--- config.mk ---
export PLATFORM = sky130hd
export DESIGN_NAME = pipe_fwd_scoreboard
export DESIGN_NICKNAME = d
export VERILOG_FILES = /design/src/rtl/pipe_fwd_scoreboard.sv
export SDC_FILE = /design/constraint.sdc
export NUM_CORES = 1
export LEC_CHECK = 0
export CAP_MARGIN = 10
export CORE_ASPECT_RATIO = 1.1
export CORE_MARGIN = 2
export CORE_UTILIZATION = 37
export CTS_BUF_LIST = sky130_fd_sc_hd__clkbuf_4
export CTS_CLUSTER_SIZE = 28
export DETAILED_ROUTE_END_ITERATION = 7
export HOLD_SLACK_MARGIN = 0.06
export PLACE_DENSITY = 0.81
export REMOVE_ABC_BUFFERS = 1
export SLEW_MARGIN = 10
export SYNTH_ARGS = -nofsm -noshare
export SYNTH_HDL_FRONTEND = slang
export SYNTH_SLANG_ARGS = --single-unit
export TNS_END_PERCENT = 20
--- constraint.sdc ---
create_clock -name clk -period 2.9 [get_ports clk]
set_input_delay 0.435 -clock clk [delete_from_list [all_inputs] [get_ports clk]]
set_output_delay 0.435 -clock clk [all_outputs]
set_load 0.005 [all_outputs]
--- src/rtl/pipe_fwd_scoreboard.sv ---
// Forwarding and load-use hazard unit with a shift-register scoreboard.
// Ports: clk/reset; dec_* decode-stage operands and destination; flush
//   squashes decode; stage_result packs per-stage results (stage k at
//   slice k-1); stall holds decode; fwd_* resolved operands and sources;
//   stall_count saturating stall-cycle counter.
module pipe_fwd_scoreboard #(
  parameter int WIDTH      = 32,
  parameter int NREGS      = 32,
  parameter int DEPTH      = 3,
  parameter int LOAD_READY = 2,
  parameter int CNT_W      = 16,
  localparam int AW        = $clog2(NREGS),
  localparam int SW        = $clog2(DEPTH + 1)
) (
  input  logic                   clk,
  input  logic                   reset,
  input  logic                   dec_valid,
  input  logic [AW-1:0]          dec_rs,
  input  logic [AW-1:0]          dec_rt,
  input  logic [WIDTH-1:0]       dec_rs_data,
  input  logic [WIDTH-1:0]       dec_rt_data,
  input  logic [AW-1:0]          dec_aw,
  input  logic                   dec_wr_en,
  input  logic                   dec_is_load,
  input  logic                   flush,
  input  logic [WIDTH*DEPTH-1:0] stage_result,
  output logic                   stall,
  output logic [WIDTH-1:0]       fwd_rs_data,
  output logic [WIDTH-1:0]       fwd_rt_data,
  output logic [SW-1:0]          fwd_rs_sel,
  output logic [SW-1:0]          fwd_rt_sel,
  output logic [CNT_W-1:0]       stall_count
);

  logic          r_v  [1:DEPTH];
  logic [AW-1:0] r_aw [1:DEPTH];
  logic          r_we [1:DEPTH];
  logic          r_ld [1:DEPTH];
  logic [CNT_W-1:0] r_cnt;

  logic [AW-1:0]    w_src  [2];
  logic [WIDTH-1:0] w_rf   [2];
  logic [WIDTH-1:0] w_data [2];
  logic [SW-1:0]    w_sel  [2];
  logic             w_haz  [2];
  logic             w_stall;

  assign w_src[0] = dec_rs;
  assign w_src[1] = dec_rt;
  assign w_rf[0]  = dec_rs_data;
  assign w_rf[1]  = dec_rt_data;

  // Oldest-to-youngest scan: the last hit assigned is the youngest.
  always_comb begin
    for (int j = 0; j < 2; j++) begin
      w_data[j] = w_rf[j];
      w_sel[j]  = '0;
      w_haz[j]  = 1'b0;
      for (int k = DEPTH; k >= 1; k--) begin
        if (!reset && r_v[k] && r_we[k] &&
            r_aw[k] == w_src[j] && w_src[j] != '0) begin
          w_data[j] = stage_result[(k-1)*WIDTH +: WIDTH];
          w_sel[j]  = SW'(k);
          w_haz[j]  = r_ld[k] && (k < LOAD_READY);
        end
      end
    end
  end

  assign w_stall = dec_valid && !flush && !reset &&
                   (w_haz[0] || w_haz[1]);

  always_ff @(posedge clk) begin
    if (reset) begin
      for (int k = 1; k <= DEPTH; k++) begin
        r_v[k]  <= 1'b0;
        r_aw[k] <= '0;
        r_we[k] <= 1'b0;
        r_ld[k] <= 1'b0;
      end
      r_cnt <= '0;
    end else begin
      r_v[1]  <= dec_valid && !flush && !w_stall;
      r_aw[1] <= dec_aw;
      r_we[1] <= dec_wr_en;
      r_ld[1] <= dec_is_load;
      for (int k = 2; k <= DEPTH; k++) begin
        r_v[k]  <= r_v[k-1];
        r_aw[k] <= r_aw[k-1];
        r_we[k] <= r_we[k-1];
        r_ld[k] <= r_ld[k-1];
      end
      if (w_stall && r_cnt != '1)
        r_cnt <= r_cnt + 1'b1;
    end
  end

  assign stall       = w_stall;
  assign fwd_rs_data = w_data[0];
  assign fwd_rt_data = w_data[1];
  assign fwd_rs_sel  = w_sel[0];
  assign fwd_rt_sel  = w_sel[1];
  assign stall_count = r_cnt;

endmodule

==> metrics.log, run 1 <==
INFO  metric outcome = finished with violations
INFO  metric failed_checks = setup timing
INFO  metric final_antenna_net_count = 0
INFO  metric wl_per_cell = ~20 microns
INFO  metric asyncSetResetFlopFracSynth = 0
INFO  metric clk_pin_slew = roughly 0.12 ns
INFO  metric ioPinCount = ~270
INFO  metric worst_path_max_delay_cell = clkdlybuf4s50_1
INFO  metric synth_adder_area_share = 0.00314
INFO  metric drt_iter0_markers = approximately 280
INFO  metric synth.ff_latch_count = 38
INFO  metric post_synth_xor_area_fraction = 0.0659
INFO  metric track_usage = 0.316
INFO  metric post-synth-top-area-cell = dfxtp_1
INFO  metric final.min_clock_period = approximately 3 ns
INFO  metric final_cell_mix = 187 x clkdlybuf4s50_1, 71 x mux2i_1, 59 x buf_4
INFO  metric crit_path_frequent_cell = buf_4
INFO  metric post-route-drc-count = 0
INFO  metric worst_min_path_class = in -> reg
INFO  metric worst_stage_delay_on_the_critical_path = around 0.52 ns
INFO  metric synth_edf_count = 0
INFO  metric achievable-frequency = around 330 MHz
INFO  metric synth_compound_area_frac = 0.209
INFO  metric setup.worst_path.class = in -> out
INFO  metric power.ir.vdd_worst = 0.260 mV
INFO  metric setup_viol_count_final = 4
INFO  metric crit_fanout = 11
INFO  metric post_synth_instance_area = about 0.0040 sq mm
INFO  metric io_buffer_count = between 200 and 300
INFO  metric postCtsHoldBufs = 0
INFO  metric postLayoutSetupSlackWorst = -0.0888 ns
INFO  metric die_area = about 0.012 sq mm
INFO  metric crit_end_category = primary output
INFO  metric clk_latency = roughly 0.36 ns
INFO  metric synth_top_family_by_area = simple AND/OR/NAND/NOR gates
INFO  metric netlist_instances = a little over 500
INFO  metric post-synth-top-area-fraction = 0.191
INFO  metric cts_inserted_buffers = 5
INFO  metric critPathRequiredTime = ~2.5 ns
INFO  metric period_share = 1.03
INFO  metric synth_top_flop_cell = dfxtp_1
INFO  metric drt-vias-per-instance = about 5.7
INFO  metric die_h = about 110 microns
INFO  metric postRouteWirelength = slightly below 20000 microns
INFO  metric yosys.area_share.simple = 0.235
INFO  metric worstPathArrival = between 2 and 3 ns
INFO  metric drv_slew = 0
INFO  metric layout.cells.most_common = clkdlybuf4s50_1
INFO  metric critPathLaunchType = input pin
INFO  metric total_via_count_after_detailed_routing = approximately 5500
INFO  metric coreArea = between 0.01 and 0.015 sq mm
INFO  metric gp_congestion = between 0.9 and 1
INFO  metric area_delta_synth_final = 95.7%
INFO  metric worstPathCellList = clkdlybuf4s15_2 -> buf_6 -> buf_4 -> xnor2_1 -> nand4_1 -> nor4_4 -> buf_4 -> buf_12 -> o21a_1 -> clkdlybuf4s50_1
INFO  metric fp.dieW = just over 100 microns
INFO  metric synth_cell_types = 47
INFO  metric timing.final.hold_violations = 0
INFO  metric first_pass_iters = 5
INFO  metric wire_length_of_the_first_global_routing_pass = 28900 microns
INFO  metric initial_core_util = 0.382
INFO  metric layout-drive-gt1-share = 0.286
INFO  metric place_worst_setup_slack = -0.743 ns
INFO  metric grt_antenna_before_repair = 1
INFO  metric yosysWarningCount = 0
INFO  metric design.final.nets = 1010
INFO  metric dp_hpwl = between 10000 and 15000 microns
INFO  metric cts_tree = done
INFO  metric power-per-cell-area = roughly 190 mW/mm^2
INFO  metric finalClockSkew = between 0.007 and 0.008 ns
INFO  metric clockRootBuffer = clkbuf_4
INFO  metric power.static_leakage = between 2 and 3 nW
INFO  metric overflow_left_after_global_routing = 0
INFO  metric slew-limit-headroom = 0.642
INFO  metric synth.avg_cell_area = approximately 8 sq um
INFO  metric ys_seq_area_frac = 0.191
INFO  metric clock_path_buffers = 2
INFO  metric ctsHtreeMaxLevel = 2
INFO  metric portion_of_netlist_area_occupied_by_mux_cells = 0.225
INFO  metric biggest_area_contributors_in_the_synthesized_netlist = dfxtp_1 19%, mux2i_1 18%, a211oi_1 6.2%
INFO  metric vias_in_the_first_global_route = ~5600
INFO  metric cap_violations = 0
INFO  metric std_cell_rows = 39
INFO  metric grt_start_max_net_pins = 49
INFO  metric max_slew.worst_pin.slew = between 0.5 and 0.6 ns
INFO  metric fin_setup_tns = -0.121 ns
INFO  metric sinks_on_the_clock_net = 38
INFO  metric grt_setup_unrepaired = true
[what timing repair did]
item                       in CTS  in global routing
hold endpoints to repair        0                  0
pin swaps                      18                 23
gates resized for setup       224                 72
setup buffers                  22                  6
setup endpoints to repair      69                 66
gates cloned                    4                  0
[Yosys cell counts, types with 2 or more instances]
| cell | n |
|---|---|
| nor2b_1 | 32 |
| mux2_4 | 2 |
| xor2_1 | 14 |
| nor3_1 | 28 |
| buf_2 | 14 |
| nand2_1 | 11 |
| nand3b_1 | 9 |
| mux2i_1 | 73 |
| a21oi_2 | 3 |
| a21oi_1 | 48 |
| or4_1 | 2 |
| dfxtp_1 | 38 |
| inv_1 | 5 |
| and3b_1 | 2 |
| and3_1 | 3 |
| buf_6 | 10 |
| nand4_1 | 9 |
| o2111ai_1 | 2 |
| mux2_2 | 11 |
| a21o_1 | 2 |
| o22ai_1 | 32 |
| a211oi_1 | 33 |
| nor2_1 | 51 |
| clkbuf_1 | 16 |
| nand3_1 | 10 |
| nand2b_1 | 2 |
| xnor2_1 | 16 |
| or3_1 | 5 |
| o211ai_1 | 3 |
| nor4_1 | 5 |
[worst paths after layout]
check / end / slack [ns] / startpoint / depth (start not counted)
min: r_we[0][1]$_SDFF_PP0_ / 0.42 / reset / 3
max reg2reg: stall_count[14]$_SDFFE_PP0P_ / 0.61 / stall_count[0]$_SDFFE_PP0P_ / 5
max: fwd_rt_sel[1] / -0.09 / dec_rt[3] / 10
min reg2reg: r_we[0][2]$_SDFF_PP0_ / 0.48 / r_we[0][1]$_SDFF_PP0_ / 1
[per-layer routing]
| metal | track usage | vias up | wire [microns] |
|---|---|---|---|
| li1 | - | 2532 | - |
| met5 | 0 | - | 0 |
| met4 | 0.172 | 0 | 1210 |
| met2 | 0.537 | 328 | 9450 |
| met3 | 0.0544 | 98 | 1610 |
| met1 | 0.372 | 2574 | 7430 |
[critical path: cells and delay by family]
kind | cells | cell delay [ns]
simple gates | 2 | 0.45
buf+inv | 6 | 1.34
xor+xnor | 1 | 0.16
compound gates | 1 | 0.16
[where the power goes]
part,switching [mW],internal (mW),total [mW]
combinational,0.207,0.361,0.568
sequential,0.0143,0.534,0.549
clock,0.195,0.181,0.376
total,0.416,1.08,1.49
[cell type report]
class | instances | area, sq um
antenna | 1 | 2.50
clock buffer | 5 | 37.5
clock inverter | 3 | 45.0
fill | 807 | 2630
inverter | 5 | 18.8
multi-input combinational | 423 | 3360
sequential | 38 | 772
tap | 143 | 179
timing repair buffer | 355 | 3390
[state kept, by name, summed over array words and instances, names as in the netlist]
register / count
r_ld: 1
r_we: 3
stall_count: 16
r_aw: 15
r_v: 3
[logic make-up (layout without fill, tap and decap cells)]
family | count (synthesis) | in the layout
buffers and inverters | 48 | 368
XOR/XNOR | 30 | 30
other | 0 | 1
AND/OR/NAND/NOR | 176 | 177
flip-flops | 38 | 38
multiplexers | 87 | 87
AO/OA/AOI/OAI | 128 | 128
adder cells (fa/ha/maj) | 1 | 1
[per-stage QoR]
step / hold WS [ns] / cell area [sq um] / instances / power (mW) / util
after global routing: 0.415 / 7810 / 972 / 1.56 / 0.748
final: 0.420 / 7810 / 973 / 1.49 / 0.748
after CTS: 0.416 / 7630 / 966 / 1.47 / 0.731
after floorplan: 0.430 / 3720 / 465 / 0.676 / -
after global placement: 0.439 / 7200 / 933 / 1.10 / 0.689
after detailed placement: 0.462 / 7200 / 933 / 1.11 / 0.689
Power figures use the tool's default switching activity.
==> inputs of run 2 (changes only) <==
--- a/config.mk
+++ b/config.mk
@@ -5,7 +5,6 @@
 export SDC_FILE = /design/constraint.sdc
 export NUM_CORES = 1
 export LEC_CHECK = 0
-export CAP_MARGIN = 10
 export CORE_ASPECT_RATIO = 1.1
 export CORE_MARGIN = 2
 export CORE_UTILIZATION = 37
@@ -14,7 +13,7 @@
 export DETAILED_ROUTE_END_ITERATION = 7
 export HOLD_SLACK_MARGIN = 0.06
 export PLACE_DENSITY = 0.81
-export REMOVE_ABC_BUFFERS = 1
+export SKIP_CTS_REPAIR_TIMING = 1
 export SLEW_MARGIN = 10
 export SYNTH_ARGS = -nofsm -noshare
 export SYNTH_HDL_FRONTEND = slang
==> metrics.log, run 2 (synthesized netlist as in run 1, its figures left out) <==
INFO  metric design.final.nets = between 900 and 1000
INFO  metric power-per-cell-area = around 190 mW/mm^2
INFO  metric crit_end_category = primary output
INFO  metric layout.cells.most_common = clkdlybuf4s50_1
INFO  metric setup.worst_path.class = reg -> out
INFO  metric io_buffer_count = roughly 270
INFO  metric postRouteWirelength = roughly 21000 microns
INFO  metric totalPowerFinal = ~1.5 mW
INFO  metric final.min_clock_period = ~2.9 ns
INFO  metric area_delta_synth_final = 94.0%
INFO  metric final_antenna_net_count = 0
INFO  metric clk_latency = 0.36 ns
INFO  metric clock_path_buffers = 2
INFO  metric globalRouteMet3Util = 0.0988
INFO  metric achievable-frequency = between 300 and 400 MHz
INFO  metric grt_antenna_before_repair = 4
INFO  metric wire_length_of_the_first_global_routing_pass = around 30000 microns
INFO  metric dp_hpwl = 16700 microns
INFO  metric initial_core_util = 0.382
INFO  metric post-route-drc-count = 0
INFO  metric crit_fanout = 14
INFO  metric drt_iter0_markers = approximately 280
INFO  metric hold_ws = between 0.4 and 0.5 ns
INFO  metric timing.final.hold_violations = 0
INFO  metric place_worst_setup_slack = -0.667 ns
INFO  metric fp.dieW = a little over 100 microns
INFO  metric die_h = approximately 110 microns
INFO  metric max_slew.worst_pin.slew = 0.557 ns
INFO  metric outcome = complete, no violations
INFO  metric final_core_util = 0.741
INFO  metric setup_viol_count_final = 0
INFO  metric m1_gr_usage = 0.389
INFO  metric period_share = 0.997
INFO  metric mappedNetlistNets = 690
INFO  metric critPathRequiredTime = roughly 2.5 ns
INFO  metric ioPinCount = between 200 and 300
INFO  metric global_route.peak_usage_layer = met2
INFO  metric track_usage = 0.332
INFO  metric power.ir.vdd_worst = 0.329 mV
INFO  metric finalClockSkew = approximately 0.021 ns
INFO  metric layout-drive-gt1-share = 0.168
INFO  metric worst_min_path_class = reg -> reg
INFO  metric postLayoutSetupSlackWorst = 0.00975 ns
INFO  metric wl_per_cell = between 20 and 25 microns
INFO  metric slew-limit-headroom = 0.628
INFO  metric total_via_count_after_detailed_routing = approximately 5400
INFO  metric drt-vias-per-instance = about 5.6
INFO  metric grt_start_max_net_pins = 41
INFO  metric grt_setup_unrepaired = true
INFO  metric clockRootBuffer = clkbuf_4
INFO  metric vias_in_the_first_global_route = approximately 5300
INFO  metric met2_usage = 0.565
INFO  metric cts_inserted_buffers = 5
INFO  metric final_cell_mix = 187 x clkdlybuf4s50_1, 74 x dlymetal6s2s_1, 73 x mux2i_1
INFO  metric fin_setup_tns = 0 ns
INFO  metric critPathLaunchType = flip-flop
INFO  metric coreArea = 0.0104 sq mm
INFO  metric drv_slew = 0
INFO  metric std_cell_rows = 39
INFO  metric die_area = 0.0116 sq mm
INFO  metric cts_tree = done
INFO  metric first_pass_iters = 4
INFO  metric overflow_left_after_global_routing = 0
INFO  metric cap_violations = 0
INFO  metric gp_congestion = 0.938
INFO  metric power.static_leakage = 3.42 nW
INFO  metric ctsHtreeMaxLevel = 2
INFO  metric sinks_on_the_clock_net = 38
INFO  metric largest_register_ffs = 16
INFO  metric clk_pin_slew = between 0.1 and 0.15 ns
INFO  metric worstPathArrival = 2.46 ns
-- run 2: cell types whose count changed in the layout (fill, tap and decap cells not counted), sizes merged, moves of 2 or more --
| cell | change |
|---|---|
| clkdlybuf4s15 | -17 |
| clkbuf | -10 |
| dlymetal6s2s | +72 |
| clkinvlp | -2 |
| buf | -31 |
| dlygate4sd2 | -23 |
-- run 2: critical path: stages (launching register included) --
cell and delay (ns):
dfxtp_2 0.36, xor2_1 0.16, or4_4 0.55, nor4_4 0.30
nor2_4 0.13, buf_12 0.18, buf_4 0.14, a21oi_1 0.13
clkbuf_2 0.14
-- run 2: layout make-up --
class,count,area (sq um)
clock inverters,2,33.8
fillers,838,2700
inverters,5,18.8
diodes,2,5.00
flip-flops and latches,38,763
clock buffers,5,37.5
well taps,143,179
repair buffers,345,3620
multi-input cells,422,3090
-- run 2: stage by stage --
stage / instance area [sq um] / std cells
6_report: 7740 / 962
4_1_cts: 7310 / 948
3_3_place_gp: 7240 / 941
3_5_place_dp: 7240 / 941
5_1_grt: 7740 / 961
2_1_floorplan: 3990 / 508
-- run 2: per-layer routing --
metal | part of all wire | vias to the layer above
met3 | 0.098 | 49
met4 | 0.033 | 4
met1 | 0.38 | 2600
met5 | 0.0013 | -
met2 | 0.49 | 275
li1 | - | 2506
-- run 2: final timing paths --
kind                                from                            to  slack, ns  depth (start not counted)
max               r_aw[0][10]$_SDFF_PP0_               fwd_rt_data[24]       0.01                          8
max reg2reg  stall_count[1]$_SDFFE_PP0P_  stall_count[14]$_SDFFE_PP0P_       0.60                          5
min                r_we[0][1]$_SDFF_PP0_         r_we[0][2]$_SDFF_PP0_       0.47                          1
min reg2reg        r_we[0][1]$_SDFF_PP0_         r_we[0][2]$_SDFF_PP0_       0.47                          1
-- run 2: power by group --
part / total, mW / switching, mW / internal (mW)
logic: 0.571 / 0.198 / 0.373
registers: 0.547 / 0.0127 / 0.534
clock network: 0.351 / 0.177 / 0.174
==> inputs of run 3 (changes only) <==
--- a/config.mk
+++ b/config.mk
@@ -5,14 +5,14 @@
 export SDC_FILE = /design/constraint.sdc
 export NUM_CORES = 1
 export LEC_CHECK = 0
-export CORE_ASPECT_RATIO = 1.1
-export CORE_MARGIN = 2
-export CORE_UTILIZATION = 37
+export CORE_AREA = 2 2 103 105
 export CTS_BUF_LIST = sky130_fd_sc_hd__clkbuf_4
 export CTS_CLUSTER_SIZE = 28
 export DETAILED_ROUTE_END_ITERATION = 7
+export DIE_AREA = 0 0 105 107
+export DONT_BUFFER_PORTS = 1
 export HOLD_SLACK_MARGIN = 0.06
-export PLACE_DENSITY = 0.81
+export PLACE_DENSITY = 0.52
 export SKIP_CTS_REPAIR_TIMING = 1
 export SLEW_MARGIN = 10
 export SYNTH_ARGS = -nofsm -noshare
==> metrics.log, run 3 (synthesized netlist as in run 1, its figures left out) <==
INFO  metric outcome = complete, no violations
INFO  metric cts_inserted_buffers = 5
INFO  metric power.static_leakage = approximately 1.4 nW
INFO  metric worst_min_path_class = in -> reg
INFO  metric max_slew.worst_pin.slew = slightly above 0.6 ns
INFO  metric worst_stage_delay_on_the_critical_path = 0.57 ns
INFO  metric std_cell_rows = 37
INFO  metric post-route-drc-count = 0
INFO  metric postRouteWirelength = ~16000 microns
INFO  metric timing.final.hold_violations = 0
INFO  metric layout.cells.most_common = mux2i_1
INFO  metric grt_antenna_before_repair = 1
INFO  metric layout-drive-gt1-share = 0.156
INFO  metric grt_setup_unrepaired = false
INFO  metric drt-vias-per-instance = 6.31
INFO  metric place_worst_setup_slack = approximately 0.076 ns
INFO  metric initial_core_util = 0.395
INFO  metric finalInstanceArea = about 0.0043 sq mm
INFO  metric postLayoutSetupSlackWorst = ~0.098 ns
INFO  metric slew-limit-headroom = 0.586
INFO  metric largest_register_ffs = 16
INFO  metric crit_end_category = primary output
INFO  metric ioPinCount = between 200 and 300
INFO  metric period_share = 0.966
INFO  metric clockRootBuffer = clkbuf_4
INFO  metric die_area = 0.0112 sq mm
INFO  metric first_pass_iters = 5
INFO  metric crit_buf_inv = 1
INFO  metric final-instance-count-excl-fill = roughly 640
INFO  metric clk_latency = ~0.35 ns
INFO  metric num-fill-cells = roughly 1100
INFO  metric gp_congestion = around 0.94
INFO  metric setup_viol_count_final = 0
INFO  metric drt_iter0_markers = ~320
INFO  metric ctsHtreeMaxLevel = 2
INFO  metric dp_cells = 620
INFO  metric totalPowerFinal = 1.17 mW
INFO  metric drv_slew = 0
INFO  metric antenna_diode_count = 0
INFO  metric area_delta_synth_final = 8.87%
INFO  metric final_cell_mix = 73 x mux2i_1, 50 x nor2_1, 40 x a21oi_1
INFO  metric power-per-cell-area = roughly 270 mW/mm^2
INFO  metric overflow_left_after_global_routing = 0
INFO  metric cts_tree = done
INFO  metric clk_pin_slew = between 0.1 and 0.15 ns
INFO  metric clock_path_buffers = 2
INFO  metric critPathLaunchType = flip-flop
INFO  metric fin_setup_tns = 0 ns
INFO  metric total_via_count_after_detailed_routing = roughly 4000
INFO  metric cap_violations = 0
INFO  metric worstPathCellList = xor2_1 -> or4_1 -> nor4_4 -> nor2_4 -> a21oi_1 -> buf_4
INFO  metric worstPathArrival = 2.37 ns
INFO  metric worst_path_max_delay_cell = or4_1
INFO  metric final_antenna_net_count = 0
INFO  metric mappedNetlistNets = approximately 700
INFO  metric dp_hpwl = roughly 13000 microns
INFO  metric place_area = 0.00411 sq mm
INFO  metric sinks_on_the_clock_net = 38
INFO  metric wl_per_cell = 24.5 microns
INFO  metric io_buffer_count = 0
INFO  metric die_h = roughly 110 microns
INFO  metric grt_start_max_net_pins = 58
INFO  metric multi_input_area = around 0.0031 sq mm
INFO  metric crit_fanout = 10
INFO  metric final.min_clock_period = between 2 and 3 ns
INFO  metric fp.dieW = 105 microns
INFO  metric register_area = around 760 sq um
INFO  metric vias_in_the_first_global_route = around 3800
INFO  metric coreArea = 0.0101 sq mm
INFO  metric wire_length_of_the_first_global_routing_pass = 22900 microns
INFO  metric critical-path-top-delay-family = simple AND/OR/NAND/NOR gates
INFO  metric setup.worst_path.class = reg -> out
INFO  metric power.ir.vdd_worst = around 0.31 mV
INFO  metric finalClockSkew = 0.00759 ns
INFO  metric design.final.nets = 680
INFO  metric critPathRequiredTime = between 2 and 2.5 ns
INFO  metric achievable-frequency = 357 MHz
INFO  metric track_usage = 0.262
-- run 3: cell count changes in the layout (fill, tap and decap cells not counted), sizes merged --
cell	delta
bufinv	+1
clkbuf	-3
clkdlybuf4s50	-187
diode	-2
dlymetal6s2s	-74
buf	-55
-- run 3: final timing paths --
| kind | depth (start not counted) | to | slack (ns) | from |
|---|---|---|---|---|
| max | 6 | fwd_rt_data[31] | 0.1 | r_aw[0][14]$_SDFF_PP0_ |
| min | 1 | r_ld[1]$_SDFF_PP0_ | 0.14 | reset |
| max reg2reg | 5 | stall_count[14]$_SDFFE_PP0P_ | 0.56 | stall_count[0]$_SDFFE_PP0P_ |
| min reg2reg | 1 | r_v[0][2]$_SDFF_PP0_ | 0.46 | r_v[0][1]$_SDFF_PP0_ |
-- run 3: cell type report --
class                           instances  area share
Clock buffer                            5     0.00864
Clock inverter                          3      0.0158
Inverter                                5     0.00432
Multi-Input combinational cell        422       0.702
Sequential cell                        38       0.175
Tap cell                              136      0.0392
Timing Repair Buffer                   26      0.0544
-- run 3: routing by layer --
metal,part of all wire,routed length (microns),vias up,track usage
li1,-,-,1863,-
met1,0.39,6020,1861,0.306
met2,0.47,7250,238,0.424
met3,0.12,1810,41,0.122
met4,0.031,477,2,0.0838
met5,0.0010,16,-,0
-- run 3: per-stage QoR --
stage | hold WS, ns | utilization
5_1_grt | 0.102 | 0.430
3_3_place_gp | 0.441 | 0.407
6_report | 0.138 | 0.430
2_1_floorplan | 0.430 | -
3_5_place_dp | 0.446 | 0.407
4_1_cts | 0.129 | 0.418
-- run 3: power by group --
part	leakage [nW]	switching, mW	total, mW	internal (mW)
sequential	0.310	0.0125	0.547	0.534
clock	0.0554	0.190	0.460	0.270
combinational	1.00	0.0815	0.163	0.0814
